--- config.mk ---
export PLATFORM = sky130hd
export DESIGN_NAME = kbd_ascii_fifo_flat
export DESIGN_NICKNAME = d
export VERILOG_FILES = /design/src/rtl/kbd_ascii_fifo_if.sv /design/src/rtl/kbd_ascii_fifo.sv /design/src/flat_wrapper.sv
export SDC_FILE = /design/constraint.sdc
export NUM_CORES = 1
export LEC_CHECK = 0
export CORE_AREA = 2 2 127 129
export DETAILED_ROUTE_END_ITERATION = 7
export DIE_AREA = 0 0 129 131
export PLACE_DENSITY = 0.82
export SLEW_MARGIN = 10
export SYNTH_ARGS = -nofsm -noshare
export SYNTH_HDL_FRONTEND = slang
export SYNTH_SLANG_ARGS = --single-unit
--- constraint.sdc ---
create_clock -name clock -period 2.8 [get_ports clock]
set_input_delay 0.56 -clock clock [delete_from_list [all_inputs] [get_ports clock]]
set_output_delay 0.56 -clock clock [all_outputs]
set_load 0.05 [all_outputs]
--- src/rtl/kbd_ascii_fifo_if.sv ---
// Keyboard-side scan input, CPU-side read strobe and the buffered ASCII/status outputs.
interface kbd_ascii_fifo_if #(
  parameter int DEPTH = 16,
  parameter int CW    = $clog2(DEPTH) + 1
);
  logic [15:0]   char;
  logic          key;
  logic          rd_en;
  logic [7:0]    ascii;
  logic          empty;
  logic          full;
  logic          overflow;
  logic          caps_lock;
  logic [CW-1:0] fill_count;

  modport master (
    output char, key, rd_en,
    input  ascii, empty, full, overflow, caps_lock, fill_count
  );

  modport slave (
    input  char, key, rd_en,
    output ascii, empty, full, overflow, caps_lock, fill_count
  );
endinterface

--- src/rtl/kbd_ascii_fifo.sv ---
// PS/2 Set-2 scan codes -> ASCII with Shift/Ctrl/Caps tracking, into a show-ahead FIFO.
// Char visible 3 edges after input sampled; no input backpressure, drops on full and sets sticky overflow.
module kbd_ascii_fifo #(
  parameter int DEPTH = 16,
  parameter int CW    = $clog2(DEPTH) + 1
) (
  input logic              clock,
  input logic              resetn,
  kbd_ascii_fifo_if.slave  bus
);
  localparam int PW = $clog2(DEPTH);

  typedef struct packed {
    logic       key;
    logic [7:0] pre;
    logic [7:0] code;
  } scan_t;

  scan_t         in_q, prev_q;
  logic          shl_q, shl_d, shr_q, shr_d, ctrl_q, ctrl_d, caps_q, caps_d;
  logic          push_q, push_d;
  logic [7:0]    push_dat_q, push_dat_d;
  logic [PW-1:0] wr_ptr_q, wr_ptr_d, rd_ptr_q, rd_ptr_d;
  logic [CW-1:0] cnt_q, cnt_d;
  logic          ovf_q, ovf_d;
  logic [7:0]    mem_q [DEPTH];

  logic          lt_vld, dg_vld, ot_vld, xl_vld;
  logic [4:0]    lt_idx;
  logic [7:0]    dg_plain, dg_shift, ot_dat, xl_dat;
  logic          shift, new_code, pop, wr_en, full;

  // Translation table lookup on the code byte alone; modifiers applied afterwards.
  always_comb begin
    lt_vld = 1'b1;
    lt_idx = 5'd0;
    case (in_q.code)
      8'h1C: lt_idx = 5'd0;   8'h32: lt_idx = 5'd1;   8'h21: lt_idx = 5'd2;
      8'h23: lt_idx = 5'd3;   8'h24: lt_idx = 5'd4;   8'h2B: lt_idx = 5'd5;
      8'h34: lt_idx = 5'd6;   8'h33: lt_idx = 5'd7;   8'h43: lt_idx = 5'd8;
      8'h3B: lt_idx = 5'd9;   8'h42: lt_idx = 5'd10;  8'h4B: lt_idx = 5'd11;
      8'h3A: lt_idx = 5'd12;  8'h31: lt_idx = 5'd13;  8'h44: lt_idx = 5'd14;
      8'h4D: lt_idx = 5'd15;  8'h15: lt_idx = 5'd16;  8'h2D: lt_idx = 5'd17;
      8'h1B: lt_idx = 5'd18;  8'h2C: lt_idx = 5'd19;  8'h3C: lt_idx = 5'd20;
      8'h2A: lt_idx = 5'd21;  8'h1D: lt_idx = 5'd22;  8'h22: lt_idx = 5'd23;
      8'h35: lt_idx = 5'd24;  8'h1A: lt_idx = 5'd25;
      default: lt_vld = 1'b0;
    endcase

    dg_vld   = 1'b1;
    dg_plain = 8'h00;
    dg_shift = 8'h00;
    case (in_q.code)
      8'h45: begin dg_plain = 8'h30; dg_shift = 8'h29; end
      8'h16: begin dg_plain = 8'h31; dg_shift = 8'h21; end
      8'h1E: begin dg_plain = 8'h32; dg_shift = 8'h40; end
      8'h26: begin dg_plain = 8'h33; dg_shift = 8'h23; end
      8'h25: begin dg_plain = 8'h34; dg_shift = 8'h24; end
      8'h2E: begin dg_plain = 8'h35; dg_shift = 8'h25; end
      8'h36: begin dg_plain = 8'h36; dg_shift = 8'h5E; end
      8'h3D: begin dg_plain = 8'h37; dg_shift = 8'h26; end
      8'h3E: begin dg_plain = 8'h38; dg_shift = 8'h2A; end
      8'h46: begin dg_plain = 8'h39; dg_shift = 8'h28; end
      default: dg_vld = 1'b0;
    endcase

    ot_vld = 1'b1;
    ot_dat = 8'h00;
    case (in_q.code)
      8'h29: ot_dat = 8'h20;
      8'h5A: ot_dat = 8'h0D;
      8'h66: ot_dat = 8'h08;
      8'h76: ot_dat = 8'h1B;
      8'h0D: ot_dat = 8'h09;
      default: ot_vld = 1'b0;
    endcase
  end

  always_comb begin
    shift  = shl_q | shr_q;
    xl_vld = lt_vld | dg_vld | ot_vld;
    xl_dat = 8'h00;
    if (lt_vld) begin
      if (ctrl_q)              xl_dat = 8'h01 + {3'b000, lt_idx};
      else if (shift ^ caps_q) xl_dat = 8'h41 + {3'b000, lt_idx};
      else                     xl_dat = 8'h61 + {3'b000, lt_idx};
    end else if (dg_vld) begin
      xl_dat = shift ? dg_shift : dg_plain;
    end else if (ot_vld) begin
      xl_dat = ot_dat;
    end
  end

  // Only a change between consecutive receiver samples counts, so typematic repeats are ignored.
  always_comb begin
    new_code   = (in_q != prev_q);
    shl_d      = shl_q;
    shr_d      = shr_q;
    ctrl_d     = ctrl_q;
    caps_d     = caps_q;
    push_d     = 1'b0;
    push_dat_d = 8'h00;
    if (new_code) begin
      if (!in_q.key && in_q.pre == 8'h00 && in_q.code != 8'hE0 && in_q.code != 8'hF0) begin
        case (in_q.code)
          8'h12:   shl_d  = 1'b1;
          8'h59:   shr_d  = 1'b1;
          8'h14:   ctrl_d = 1'b1;
          8'h58:   caps_d = ~caps_q;
          default: begin
            push_d     = xl_vld;
            push_dat_d = xl_dat;
          end
        endcase
      end else if (in_q.key && in_q.pre == 8'hF0) begin
        case (in_q.code)
          8'h12:   shl_d  = 1'b0;
          8'h59:   shr_d  = 1'b0;
          8'h14:   ctrl_d = 1'b0;
          default: ;
        endcase
      end else if (in_q.key && in_q.pre == 8'hE0 && in_q.code == 8'h14) begin
        ctrl_d = 1'b1;
      end
    end
  end

  // A pop frees the slot the push needs, so a full FIFO still accepts on a read cycle.
  always_comb begin
    full     = (cnt_q == CW'(DEPTH));
    pop      = bus.rd_en && (cnt_q != '0);
    wr_en    = push_q && (!full || pop);
    ovf_d    = ovf_q | (push_q && full && !pop);
    wr_ptr_d = wr_en ? wr_ptr_q + PW'(1) : wr_ptr_q;
    rd_ptr_d = pop ? rd_ptr_q + PW'(1) : rd_ptr_q;
    cnt_d    = cnt_q + CW'(wr_en) - CW'(pop);
  end

  always_ff @(posedge clock or negedge resetn) begin
    if (!resetn) begin
      in_q       <= '0;
      prev_q     <= '0;
      shl_q      <= 1'b0;
      shr_q      <= 1'b0;
      ctrl_q     <= 1'b0;
      caps_q     <= 1'b0;
      push_q     <= 1'b0;
      push_dat_q <= 8'h00;
      wr_ptr_q   <= '0;
      rd_ptr_q   <= '0;
      cnt_q      <= '0;
      ovf_q      <= 1'b0;
    end else begin
      in_q       <= scan_t'({bus.key, bus.char});
      prev_q     <= in_q;
      shl_q      <= shl_d;
      shr_q      <= shr_d;
      ctrl_q     <= ctrl_d;
      caps_q     <= caps_d;
      push_q     <= push_d;
      push_dat_q <= push_dat_d;
      wr_ptr_q   <= wr_ptr_d;
      rd_ptr_q   <= rd_ptr_d;
      cnt_q      <= cnt_d;
      ovf_q      <= ovf_d;
    end
  end

  always_ff @(posedge clock) begin
    if (wr_en) mem_q[wr_ptr_q] <= push_dat_q;
  end

  assign bus.ascii      = (cnt_q == '0) ? 8'h00 : mem_q[rd_ptr_q];
  assign bus.empty      = (cnt_q == '0);
  assign bus.full       = full;
  assign bus.overflow   = ovf_q;
  assign bus.caps_lock  = caps_q;
  assign bus.fill_count = cnt_q;
endmodule

--- src/flat_wrapper.sv ---
// flat-port wrapper written by rule: the top's interface ports become plain ports
module kbd_ascii_fifo_flat 
#(
  parameter int DEPTH = 16,
  parameter int CW    = $clog2(DEPTH) + 1
)
  (clock, resetn, bus_char, bus_key, bus_rd_en, bus_ascii, bus_empty, bus_full, bus_overflow, bus_caps_lock, bus_fill_count);
  kbd_ascii_fifo_if #(.DEPTH(DEPTH), .CW(CW)) bus_i ();
  input logic clock;
  input logic resetn;
  input wire logic [$bits(bus_i.char)-1:0] bus_char;
  input wire logic [$bits(bus_i.key)-1:0] bus_key;
  input wire logic [$bits(bus_i.rd_en)-1:0] bus_rd_en;
  output wire logic [$bits(bus_i.ascii)-1:0] bus_ascii;
  output wire logic [$bits(bus_i.empty)-1:0] bus_empty;
  output wire logic [$bits(bus_i.full)-1:0] bus_full;
  output wire logic [$bits(bus_i.overflow)-1:0] bus_overflow;
  output wire logic [$bits(bus_i.caps_lock)-1:0] bus_caps_lock;
  output wire logic [$bits(bus_i.fill_count)-1:0] bus_fill_count;
  assign bus_i.char = bus_char;
  assign bus_i.key = bus_key;
  assign bus_i.rd_en = bus_rd_en;
  assign bus_ascii = bus_i.ascii;
  assign bus_empty = bus_i.empty;
  assign bus_full = bus_i.full;
  assign bus_overflow = bus_i.overflow;
  assign bus_caps_lock = bus_i.caps_lock;
  assign bus_fill_count = bus_i.fill_count;
  kbd_ascii_fifo #(.DEPTH(DEPTH), .CW(CW)) u_core (.clock(clock), .resetn(resetn), .bus(bus_i));
endmodule
== After elaboration in Yosys (flattened, before gate mapping) ==
Memories as Yosys holds them, arrays and structs flattened.
Index checks and enable logic that the tools add are counted.
Operators by class
  divide/modulo/power cells: 0
  multiplexer cells: 35
  shift operators: 0
  order comparisons: 0
  bitwise gates (word level): 6
  eq/ne operators: 57
  reductions and logical operators: 27
  add/subtract/negate cells: 7
  multipliers: 0
Operator list (number)
  $eq 8x6->1 const B: 23
  $pmux 5 s25: 1
  $eq 8x7->1 const B: 12
  $eq 8x5->1 const B: 9
  $pmux 7 s10: 1
  $mux 8: 8
  $pmux 6 s10: 1
  $pmux 6 s5: 1
  $reduce_or 26->1: 1
  $mux 1: 21
  $ne 17x17->1: 1
  $add 7x5->8 const A: 2
  $eq 8x8->1 const B: 2
  $ne 8x8->1 const B: 2
  $ne 2x2->1 const B: 6
  $reduce_and 4->1: 3
  $logic_and 1x1->1: 10
  $reduce_or 10->1: 1
  $add 4x1->4 const B: 2
  $eq 8x4->1 const B: 1
  $logic_not 8->1: 1
  $mux 7: 1
  $add 1x5->6 const A: 1
  $mux 6: 1
  other kinds (15): 20
Storage, ports and cells
  bits in latches: 0
  output and inout bits: 17
  register bits after elaboration: 61
  bits of input ports: 20
  bits in writable memories: 128
  memories: 1
  word-level logic and storage cells: 149
  memory bits (read-only): 0
Memory list
  u_core.mem_q: words 16, width 8, read ports 1, clocked after memory_dff 0, wr ports 1, RTL line kbd_ascii_fifo.sv:26  | logic [7:0] mem_q [DEPTH];

== Depth between registers and ports, before layout ==
Gate-level depths: netlist (run 1).
  depth in word-level cells: 9
  mapped depth: 15
  mapped depth without buffers: 14

== Worst setup path after synthesis (run 1) ==
OpenSTA, ideal clock, no wires.
  path kind: reg2reg
  from: register u_core.cnt_q[3], in the netlist u_core.bus.fill_count[3]
  to: register u_core.cnt_q[4], in the netlist u_core.bus.fill_count[4]
  data required time: 2674 ps
  path slack: -1999 ps
  buffers on the path: 1
  cell stages (with the launch flop): 16
  clock period less this slack: 4799 ps
  library setup time: 126 ps
  arrival: 4674 ps
  cells stage by stage: dfrtp_1 inv_1 ha_1 nor4b_1 nor2b_1 clkbuf_1 ha_1 inv_1 ha_1 inv_1 fa_1 inv_1 a21oi_1 nor2_1 nor2_1 xnor2_1
Between the ends
  cells in the longest elaborated chain, start to end: 6
  elaborated cells between the ends (all ways): 8
  those cells by class: 2 x add/sub; 1 x eq/ne; 5 x reduce/logical
RTL lines
  start, declared: RTL line kbd_ascii_fifo.sv:24  | logic [CW-1:0] cnt_q, cnt_d;
  start signal, assigned: RTL line kbd_ascii_fifo.sv:164  | cnt_q <= cnt_d;
  $reduce_bool 5->1 *: RTL line kbd_ascii_fifo.sv:131  | pop = bus.rd_en && (cnt_q != '0);
  $logic_and 1x1->1 *: RTL line kbd_ascii_fifo.sv:131
  named net u_core.pop: RTL line kbd_ascii_fifo.sv:31  | logic shift, new_code, pop, wr_en, full;
  $logic_or 1x1->1: RTL line kbd_ascii_fifo.sv:132  | wr_en = push_q && (!full || pop);
  $logic_and 1x1->1: RTL line kbd_ascii_fifo.sv:132
  $add 5x1->5: RTL line kbd_ascii_fifo.sv:136  | cnt_d = cnt_q + CW'(wr_en) - CW'(pop);
  $sub 5x1->5 *: RTL line kbd_ascii_fifo.sv:136
  named net u_core.cnt_d[4]: RTL line kbd_ascii_fifo.sv:24
The timed path passes the listed nets; every way through them passes the cells marked *.
A chain may end at the register's enable or synchronous reset.

== Worst setup path in the final report (run 1) ==
  from: register u_core.rd_ptr_q[0]
  to: output bus_ascii[6]
Between the ends
  cells in the longest elaborated chain, start to end: 2
RTL lines
  start, declared: RTL line kbd_ascii_fifo.sv:23  | logic [PW-1:0] wr_ptr_q, wr_ptr_d, rd_ptr_q, rd_ptr_d;
  start signal, assigned: RTL line kbd_ascii_fifo.sv:163  | rd_ptr_q <= rd_ptr_d;
  $mem_v2 16x8
  $mux 8: RTL line kbd_ascii_fifo.sv:173  | assign bus.ascii = (cnt_q == '0) ? 8'h00 : mem_q[rd_ptr_q];
  end, declared: RTL line flat_wrapper.sv:14  | output wire logic [$bits(bus_i.ascii)-1:0] bus_ascii;
Every way passes these cells.

==> results of run 1 <==
## cells by family after synthesis
| group | share of synthesized area, % |
|---|---|
| flip-flops | 64.7 |
| AND/OR/NAND/NOR | 10.5 |
| AO/OA/AOI/OAI | 5.08 |
| buffers and inverters | 2.53 |
| multiplexers | 11.6 |
| XOR/XNOR | 3.48 |
| adder cells (fa/ha/maj) | 2.05 |
| other | 0.0452 |
## per-stage QoR
| step | std cells | power [W] | TNS (ns) | util, % | setup slack [ns] |
|---|---|---|---|---|---|
| 6_report | 841 | 0.00777 | -0.960 | 63.3 | -0.172 |
| 5_1_grt | 841 | 0.00810 | -1.62 | 63.3 | -0.251 |
| 4_1_cts | 841 | 0.00785 | -1.24 | 63.3 | -0.213 |
| 3_5_place_dp | 808 | 0.00539 | 0 | 59.2 | 0.125 |
| 3_3_place_gp | 808 | 0.00532 | 0 | 59.2 | 0.202 |
| 2_1_floorplan | 538 | 0.00477 | -0.454 | - | -0.290 |
## layout by cell type (no fill, tap or decap), types with 6 or more instances in the layout
master,Yosys,routed
o22ai_1,6,6
nor2b_1,16,16
xnor2_1,25,25
nand2b_1,11,11
nor3_1,15,11
o21ai_0,10,10
dfrtp_1,61,57
clkbuf_16,0,18
clkdlybuf4s50_1,0,25
inv_1,12,8
mux4_2,40,40
nand2_1,24,24
ha_1,12,9
nor4_1,6,6
xor2_1,8,8
nand4_1,8,8
a21oi_1,12,12
nand3_1,11,11
buf_6,2,8
nor2_1,26,26
edfxtp_1,128,128
buf_4,2,52
## critical path: stages, from the launching register on
cell and delay (ns):
dfrtp_2 0.41, buf_12 0.19, mux4_2 0.55, mux4_2 0.50, nor2b_1 0.16, buf_6 0.15
## final cells by class
type | instances | area (µm²)
inverters | 12 | 45.0
clock inverters | 9 | 96.3
well taps | 216 | 270
repair buffers | 90 | 808
multi-input cells | 302 | 2780
fillers | 1085 | 5720
flip-flops and latches | 189 | 5380
clock buffers | 23 | 499
## where the power goes
part | internal, W | total, W | leakage (nW) | switching [W]
combinational | 0.00100 | 0.00215 | 1.38 | 0.00114
sequential | 0.00307 | 0.00325 | 1.95 | 0.000186
clock | 0.00137 | 0.00238 | 0.288 | 0.00101
total | 0.00543 | 0.00777 | 3.62 | 0.00234
## routing by layer
metal | global-route usage (%) | vias to the layer above | share of wire, %
met5 | 0 | - | 0
met4 | 6.59 | 0 | 1.6
met3 | 3.87 | 20 | 3.6
met2 | 37.4 | 150 | 54
met1 | 26.3 | 2496 | 41
li1 | - | 2211 | -
## state kept, by name, summed over array words and instances (netlist names)
name	count
u_core.bus.overflow	1
u_core.rd_ptr_q	4
u_core.shr_q	1
u_core.push_q	1
u_core.push_dat_q	8
u_core.mem_q	128
u_core.prev_q	17
u_core.wr_ptr_q	4
u_core.ctrl_q	1
u_core.shl_q	1
u_core.bus.caps_lock	1
u_core.in_q	17
u_core.bus.fill_count	5
## timing repair
item,CTS,global route
setup buffers,1,0
endpoints found under the hold margin,0,0
setup endpoints to repair,8,9
resized for setup,8,1
## worst paths after layout
path	start	to	slack (ns)
worst max register to register	u_core.in_q[5]	u_core.push_dat_q[5]	0.21
worst max-delay path	u_core.rd_ptr_q[0]	bus_ascii[6]	-0.17
worst min register to register	u_core.in_q[9]	u_core.prev_q[9]	0.43
max in group asynchronous	resetn	u_core.bus.fill_count[2]	1.96
worst min-delay path	resetn	u_core.push_dat_q[1]	0.30
min in group clock	u_core.in_q[9]	u_core.prev_q[9]	0.43
==> metrics.cfg, run 1 <==
[layout]
syn2layout_area_growth_pct=19.0
drive_gt1_share_pct=25.8
fin_area_um2=9870
fin_nets=645
antenna_cells=0

[hold_path]
hp-class=input port to asynchronous set/reset pin

[critical_path]
worstSetupPathType=flip-flop to primary output
critPathLaunchType=flip-flop
crit_required_ns=2.24
crit_arrival_ns=2.41
r2r_cells=8
critPathCaptureType=primary output
path_max_fanout=16

[grt]
grt_pass1_vias=4881
grt_start_max_net_pins=62
antenna_found_initial=0
grt_usage_pct=21.0
grt_pass1_wl_mm=26.4
grt-ovfl-total=0

[synth]
synth_commonest_cells=128 x edfxtp_1, 61 x dfrtp_1, 40 x mux4_2
synth.distinct_cells=69
syn_area_per_cell_um2=15.4
ys_seq_area_share_pct=64.7
synth-edff-count=128
synthTopCellsByArea=edfxtp_1 46%, dfrtp_1 18%, mux4_2 11%
synth_fp_nets=571
ys_seq_elements=189
synth_top_area_share_pct=46.3
async_reset_ff_share_pct=32.3
yosysWarningCount=0
synth_largest_area_cell=edfxtp_1
yosysMostFrequentCell=edfxtp_1
syn_inst=538
netlist_area_um2=8290
ys.flop_type=edfxtp_1

[placement]
port_buffers=36
hpwl_mm=11.4
place_congestion=0.898
place_area_um2=9240

[sta]
fin_ws_ns=-0.172
min_period_ns=2.97
clock-skew-final_ns=0.0143
worst_pin_slew_ns=0.773
setup_viol=8
hold_ws_ns=0.305
drv_slew=0
min_period_over_period_pct=106
rsz0062_at_grt=true
hold_viol=0
fmax_mhz=336
timing.slew.headroom_pct=48.5

[drt]
num_vias=4877
wirelength_mm=16.7
wire_per_inst_um=19.9
drc=0
dr.pass1.iters=5
drt-vias-per-instance=5.80
initialDrtViolationCount=451
route.antenna.remaining_nets=0

[floorplan]
num_rows=46
fp.dieW_um=129
die-area_um2=16900
coreArea_um2=15600
io_pins=37
initial_core_util_pct=53.2
die_h_um=131

[cts]
clk_pin_slew_ns=0.07
clockRootBuffer=clkbuf_16
cts_buffers=17
cts_tree=yes
clock-sinks=189
hold_buffers=0
htreeDepth=4
clock_latency_ns=0.43
cts_buffer_depth=2

[job]
maxCapViolations=0

[power]
pwr_density_cell_nw_per_um2=787
p_leak_nw=3.62
vdd_drop_max_v=0.000603

[status]
violations=negative setup slack
outcome=complete, but fails checks

Power figures use the tool's default switching activity.
==> run 2, diff against run 1 <==
- CTS_CLUSTER_DIAMETER: default -> 40
==> results of run 2 <==
Same layout as run 1: the final DEF is identical, and so are final timing and power.
